===== src/rtl/imul_rr_arbiter.sv =====
// Round-robin front end for one registered unsigned array multiplier shared by NUM_REQ requesters.
// Each grant captures operands, spends one cycle in the array, then holds the product until it is accepted.
module imul_rr_arbiter #(
  parameter int unsigned NUM_BITS = 16,
  parameter int unsigned NUM_REQ  = 4,
  parameter int unsigned ID_W     = 2
) (
  input  logic                         Clock,
  input  logic                         Reset,
  input  logic [NUM_REQ-1:0]           iReqValid,
  output logic [NUM_REQ-1:0]           oReqReady,
  input  logic [NUM_REQ*NUM_BITS-1:0]  iA,
  input  logic [NUM_REQ*NUM_BITS-1:0]  iB,
  output logic                         oValid,
  input  logic                         iReady,
  output logic [2*NUM_BITS-1:0]        oResult,
  output logic [ID_W-1:0]              oId,
  output logic                         oBusy
);

  localparam int unsigned PROD_W = 2 * NUM_BITS;

  typedef enum logic [1:0] {
    ST_IDLE = 2'd0,
    ST_MUL  = 2'd1,
    ST_DONE = 2'd2
  } state_e;

  state_e              state_q, state_d;
  logic [NUM_BITS-1:0] a_q, a_d;
  logic [NUM_BITS-1:0] b_q, b_d;
  logic [ID_W-1:0]     id_q, id_d;
  logic [ID_W-1:0]     ptr_q, ptr_d;
  logic [PROD_W-1:0]   result_q, result_d;
  logic [ID_W-1:0]     oid_q, oid_d;
  logic                valid_q, valid_d;

  logic                found_c;
  logic [ID_W-1:0]     gnt_id_c;
  logic [ID_W-1:0]     scan_id_c;
  logic [NUM_BITS-1:0] sel_a_c;
  logic [NUM_BITS-1:0] sel_b_c;
  logic [PROD_W-1:0]   prod_c;
  logic                grant_c;

  // Search starts one past the last winner so every requester gets a turn.
  always_comb begin
    found_c   = 1'b0;
    gnt_id_c  = '0;
    scan_id_c = '0;
    for (int unsigned i = 1; i <= NUM_REQ; i++) begin
      scan_id_c = ID_W'((32'(ptr_q) + i) % NUM_REQ);
      if (!found_c && iReqValid[scan_id_c]) begin
        found_c  = 1'b1;
        gnt_id_c = scan_id_c;
      end
    end
  end

  // Operand mux for the winning slot.
  always_comb begin
    sel_a_c = '0;
    sel_b_c = '0;
    for (int unsigned k = 0; k < NUM_REQ; k++) begin
      if (gnt_id_c == ID_W'(k)) begin
        sel_a_c = iA[k*NUM_BITS +: NUM_BITS];
        sel_b_c = iB[k*NUM_BITS +: NUM_BITS];
      end
    end
  end

  // The array sees only registered operands and its output is registered in MUL.
  assign prod_c  = PROD_W'(a_q) * PROD_W'(b_q);

  // Reset gates the grant so nothing looks accepted while the block is held in reset.
  assign grant_c = (state_q == ST_IDLE) && found_c && Reset;

  always_comb begin
    state_d  = state_q;
    a_d      = a_q;
    b_d      = b_q;
    id_d     = id_q;
    ptr_d    = ptr_q;
    result_d = result_q;
    oid_d    = oid_q;
    valid_d  = valid_q;
    case (state_q)
      ST_IDLE: begin
        if (found_c) begin
          a_d     = sel_a_c;
          b_d     = sel_b_c;
          id_d    = gnt_id_c;
          ptr_d   = gnt_id_c;
          state_d = ST_MUL;
        end
      end
      ST_MUL: begin
        result_d = prod_c;
        oid_d    = id_q;
        valid_d  = 1'b1;
        state_d  = ST_DONE;
      end
      ST_DONE: begin
        if (iReady) begin
          valid_d = 1'b0;
          state_d = ST_IDLE;
        end
      end
      default: begin
        valid_d = 1'b0;
        state_d = ST_IDLE;
      end
    endcase
  end

  always_ff @(posedge Clock or negedge Reset) begin
    if (!Reset) begin
      state_q  <= ST_IDLE;
      a_q      <= '0;
      b_q      <= '0;
      id_q     <= '0;
      ptr_q    <= ID_W'(NUM_REQ - 1);
      result_q <= '0;
      oid_q    <= '0;
      valid_q  <= 1'b0;
    end else begin
      state_q  <= state_d;
      a_q      <= a_d;
      b_q      <= b_d;
      id_q     <= id_d;
      ptr_q    <= ptr_d;
      result_q <= result_d;
      oid_q    <= oid_d;
      valid_q  <= valid_d;
    end
  end

  assign oReqReady = grant_c ? (NUM_REQ'(1) << gnt_id_c) : '0;
  assign oValid    = valid_q;
  assign oResult   = result_q;
  assign oId       = oid_q;
  assign oBusy     = (state_q != ST_IDLE);

endmodule

===== config.mk =====
export PLATFORM = sky130hd
export DESIGN_NAME = imul_rr_arbiter
export DESIGN_NICKNAME = d
export VERILOG_FILES = /design/src/rtl/imul_rr_arbiter.sv
export SDC_FILE = /design/constraint.sdc
export NUM_CORES = 1
export LEC_CHECK = 0
export BUFFER_PORTS_ARGS = -buffer_cell sky130_fd_sc_hd__buf_2
export CAP_MARGIN = 20
export CORE_UTILIZATION = 50
export CTS_CLUSTER_SIZE = 10
export DETAILED_ROUTE_END_ITERATION = 10
export GPL_TIMING_DRIVEN = 0
export HOLD_SLACK_MARGIN = 0.12
export PLACE_DENSITY_LB_ADDON = 0.05
export SETUP_SLACK_MARGIN = 0.2
export SYNTH_ARGS = -nofsm -noshare
export SYNTH_HDL_FRONTEND = slang
export SYNTH_SLANG_ARGS = --single-unit

===== constraint.sdc =====
create_clock -name Clock -period 7.3 [get_ports Clock]
set_input_delay 1.46 -clock Clock [delete_from_list [all_inputs] [get_ports Clock]]
set_output_delay 1.46 -clock Clock [all_outputs]
set_load 0.03 [all_outputs]

## Word level (Yosys, flattened, before mapping)

Index checks and enable logic that the tools add are counted.
W data, S select, Z words.

| cells by class | value |
|---|---|
| add/subtract/negate cells | 4 |
| multiply operators | 1 |
| order comparisons | 4 |
| equal/unequal tests | 7 |
| shifts and indexed selects | 1 |
| multiplexer cells | 30 |
| bitwise logic cells | 1 |
| reduce and logical (&&, ||, !) cells | 14 |

Operators by type and width:

| operator | count |
|---|---|
| $mux W16 | 8 |
| $mul A16 B16 Y32 | 1 |
| $lt A2 B3 Y1 const B | 4 |
| $mux W2 | 6 |
| $mux W1 | 9 |
| $bmux W1 S2 | 4 |
| $eq A2 B2 Y1 const B | 3 |
| $pmux W2 S3 | 1 |
| $reduce_and A2 Y1 | 3 |
| $logic_and A1 B1 Y1 | 5 |
| $add A2 B1 Y2 const B | 2 |
| $add A2 B2 Y2 const B | 2 |
| $eq A2 B1 Y1 const B | 2 |
| $logic_not A2 Y1 | 2 |
| $mux W4 | 1 |
| $ne A2 B2 Y1 const B | 2 |
| $shl A1 B2 Y4 const A | 1 |
| $logic_not A1 Y1 | 3 |
| $pmux W1 S3 | 1 |
| $reduce_bool A2 Y1 | 1 |
| $not A1 Y1 | 1 |

| word-level totals | value |
|---|---|
| flip-flop bits (word level) | 73 |
| bits of input ports | 135 |
| output and inout bits | 40 |
| word-level logic and storage cells | 70 |

## Longest topological paths before layout

| depth | value |
|---|---|
| depth after elaboration | 18 |
| depth in mapped cells | 23 |
| depth with buffers taken out | 20 |

## Worst setup path before layout

No wires, ideal clock.

| path | value |
|---|---|
| path kind | reg2reg |
| from | register b_q[1] |
| to | register result_q[31], in the netlist oResult[31] |
| setup time | 0.069 ns |
| data arrival time | 5.667 ns |
| data required time | 7.231 ns |
| slack | 1.564 ns |
| cell stages (with the launch flop) | 21 |
| buffers on the path | 2 |
| clock period less this slack | 5.736 ns |
| cells stage by stage | dfrtp_1 clkbuf_1 nand2_1 fa_1 fa_1 fa_1 fa_1 inv_1 fa_1 inv_1 fa_1 inv_1 ha_1 buf_2 o21ai_2 a2111oi_4 a21oi_1 nand3_2 a21boi_2 or4_1 nand3_1 |

| on the way | value |
|---|---|
| cells in the longest elaborated chain, start to end | 1 |

RTL lines:

| item | RTL line | RTL |
|---|---|---|
| start: declaration | 31 | `logic [NUM_BITS-1:0] b_q, b_d;` |
| start signal: assignment | 120 | `b_q <= '0;` |
| start signal: assignment | 129 | `b_q <= b_d;` |
| $mul A16 B16 Y32 | 73 | `assign prod_c = PROD_W'(a_q) * PROD_W'(b_q);` |
| end signal: assignment | 132 | `result_q <= result_d;` |
| end: declaration | 34 | `logic [PROD_W-1:0] result_q, result_d;` |

Every way passes these cells.
A chain may end at the register's enable or synchronous reset.

## Worst setup path after layout

| path | value |
|---|---|
| from | register a_q[9] |
| to | register result_q[22], in the netlist oResult[22] |

| on the way | value |
|---|---|
| cells in the longest elaborated chain, start to end | 1 |

RTL lines:

| item | RTL line | RTL |
|---|---|---|
| start: declaration | 30 | `logic [NUM_BITS-1:0] a_q, a_d;` |
| start signal: assignment | 119 | `a_q <= '0;` |
| start signal: assignment | 128 | `a_q <= a_d;` |
| $mul A16 B16 Y32 | 73 |  |

Every way passes these cells.

==> metrics.cfg <==
[yosys]
synthFlopType = dfrtp_1
ys_seq_elements = 73
ys_async_sr_fraction_pct = 100.0
yosys.area.top_type = fa_1
synthTopCellsByArea = fa_1, dfrtp_1, ha_1, nand2_1, inv_1
synth_cell_type_count = 56
synth_seq_area_share_pct = 14.79
synth.most_common_cell = nand2_1
syn_nets = 1959
synth_cells = 1526
syn_area_per_cell_sq_um = 8.103
synth_edf_count = 0
ys_warn_count = 0
syn_area_sq_um = 12370
synth_top_area_share_pct = 31.41
netlist_top_cells_count = nand2_1, inv_1, fa_1

[sta]
slew_headroom_pct = 47.93
finalSetupViolCount = 0
skew_ns = 0.01719
min_period_ns = 6.726
report.final.hold_viol_count = 0
rsz0062_at_grt = no
fin_crit_sh_pct = 92.14
fmax_mhz = 148.7
tns_ns = 0
timing.final.max_slew_violations = 0
setup_ws_ns = 0.5735
worst_pin_slew_ns = 0.7810

[floorplan]
start_util_pct = 50.85
die_w_microns = 159.3
ioPinCount = 175
core_area_sq_um = 24320
fp.dieArea_sq_um = 25360
die_y_microns = 159.3
rows = 57

[finish]
layout-drive-gt1-share_pct = 12.29
postLayoutCoreUtil_pct = 57.44
final_nets = 2145
syn2layout_area_growth_pct = 12.97
n_fill_cell = 2358

[grt]
first_global_vias = 10750
grt_pass1_wl_mm = 56.71
antenna_found_initial = 1
grt_use_total_pct = 29.22
overflow = 0
grt_max_degree = 44

[clock_tree]
clk_latency_ns = 0.36
cts.clk_slew.worst_paths_ns = 0.08
numCtsBuffers = 9
cts_setup_buffers = 0
clock_path_buffers = 2
cts_tree = done
cts_root_buffer = clkbuf_16
htree_levels = 3
cts_hold_buf = 0
cts_resized = 0
clock_sinks = 73

[critical_path]
cp.required_ns = 7.58
startpoint_type = register
worstPathMaxFanout = 10
crit_type = register to register
crit_arrival_ns = 7.01
reg2regPathDepth = 20
worst_setup_path_end_kind = register

[route]
drc_errors = 0
finalWirelength_mm = 35.56
ant_nets = 0
vias = 10770
drtIter0Drc = 596
dr.pass1.iters = 5
wl_per_cell_microns = 17.41
via_per_inst = 5.274

[outcome]
status = complete, no violations

[min_path]
hold_depth = 2
hold_path_class = register to register

[job]
cap_violations = 0

[place]
io_buffers = 174
dpl_worst_slack_ns = 0.6460
gp_congestion = 0.9460
post-dp-hpwl_mm = 29.43

critical path, cell delays in order (launching register included):
cell and delay, ns:
dfrtp_1 0.60, clkbuf_1 0.60, nand2_1 0.17, fa_1 0.54
fa_1 0.58, fa_1 0.45, fa_1 0.54, inv_1 0.06
fa_1 0.47, inv_1 0.05, fa_1 0.47, inv_1 0.07
ha_1 0.27, buf_2 0.18, nand2_1 0.07, o21ai_1 0.25
nand2_1 0.14, and3b_1 0.29, o21a_1 0.25, or4_1 0.51
nand3_1 0.09
path summary, 6_finish.rpt:
| path | startpoint | slack (ns) | endpoint |
|---|---|---|---|
| max | a_q[9] | 0.57 | oResult[22] |
| min | oResult[0] | 0.47 | oResult[0] |
| max reg2reg | a_q[9] | 0.57 | oResult[22] |
| min reg2reg | oResult[0] | 0.47 | oResult[0] |
| max in group asynchronous | Reset | 5.60 | ptr_q[0] |
| min in group asynchronous | Reset | 1.05 | oId[0] |
cell usage in the layout, fill, tap and decap left out, types with 5 or more instances in the layout:
master and n:
nand2_1 297, inv_1 247, fa_1 194, buf_2 182, and2_1 125, nor2_1 117
ha_1 104, o21ai_0 84, dfrtp_1 71, clkbuf_1 64, nand3_1 48, a21oi_1 37
o21ai_1 14, xor2_1 12, a21o_1 11, xnor2_1 11, clkbuf_16 9, and3_1 7
nor2b_1 5, o21a_1 5, nor3_1 5
layout make-up:
class | count | area (sq um) | share of cell area, %
multi-input cells | 1130 | 9313 | 66.66
flip-flops and latches | 73 | 1829 | 13.09
inverters | 247 | 927.1 | 6.637
repair buffers | 175 | 893.4 | 6.395
well taps | 324 | 405.4 | 2.902
plain buffers | 76 | 296.5 | 2.123
clock buffers | 9 | 225.2 | 1.612
clock inverters | 7 | 77.57 | 0.5553
diodes | 1 | 2.502 | 0.01791
kinds of logic after synthesis:
family                   count (synthesis)  synth area share (%)
AO/OA/AOI/OAI                          184                 8.894
multiplexers                             1               0.08095
AND/OR/NAND/NOR                        624                 22.78
buffers and inverters                  323                 9.896
adder cells (fa/ha/maj)                298                 41.93
XOR/XNOR                                23                 1.629
flip-flops                              73                 14.79
sequential cells by signal, summed over array words and instances, names as in the netlist:
register and cells:
a_q 16, id_q 2, state_q 2, ptr_q 2, b_q 16, oId 2, oResult 32, oValid 1
metrics by stage:
step           cell area (sq um)  hold WS [ns]  instances
2_1_floorplan              12370        0.4386       1526
3_3_place_gp               13640        0.4515       2024
3_5_place_dp               13660        0.4578       2025
4_1_cts                    13970        0.4762       2041
5_1_grt                    13970        0.4964       2042
6_report                   13970        0.4731       2042
per-layer routing:
metal / global-route usage (%) / vias to the layer above / share of wire, %
li1: - / 5077 / -
met4: 11.19 / 0 / 3.6
met1: 38.95 / 5312 / 43
met5: 0 / - / 0
met3: 5.105 / 72 / 5.5
met2: 47.65 / 309 / 48
Power is left out: the tool's default activity adds up to more than one toggle a clock period on the data nets, which glitch-free logic cannot reach.
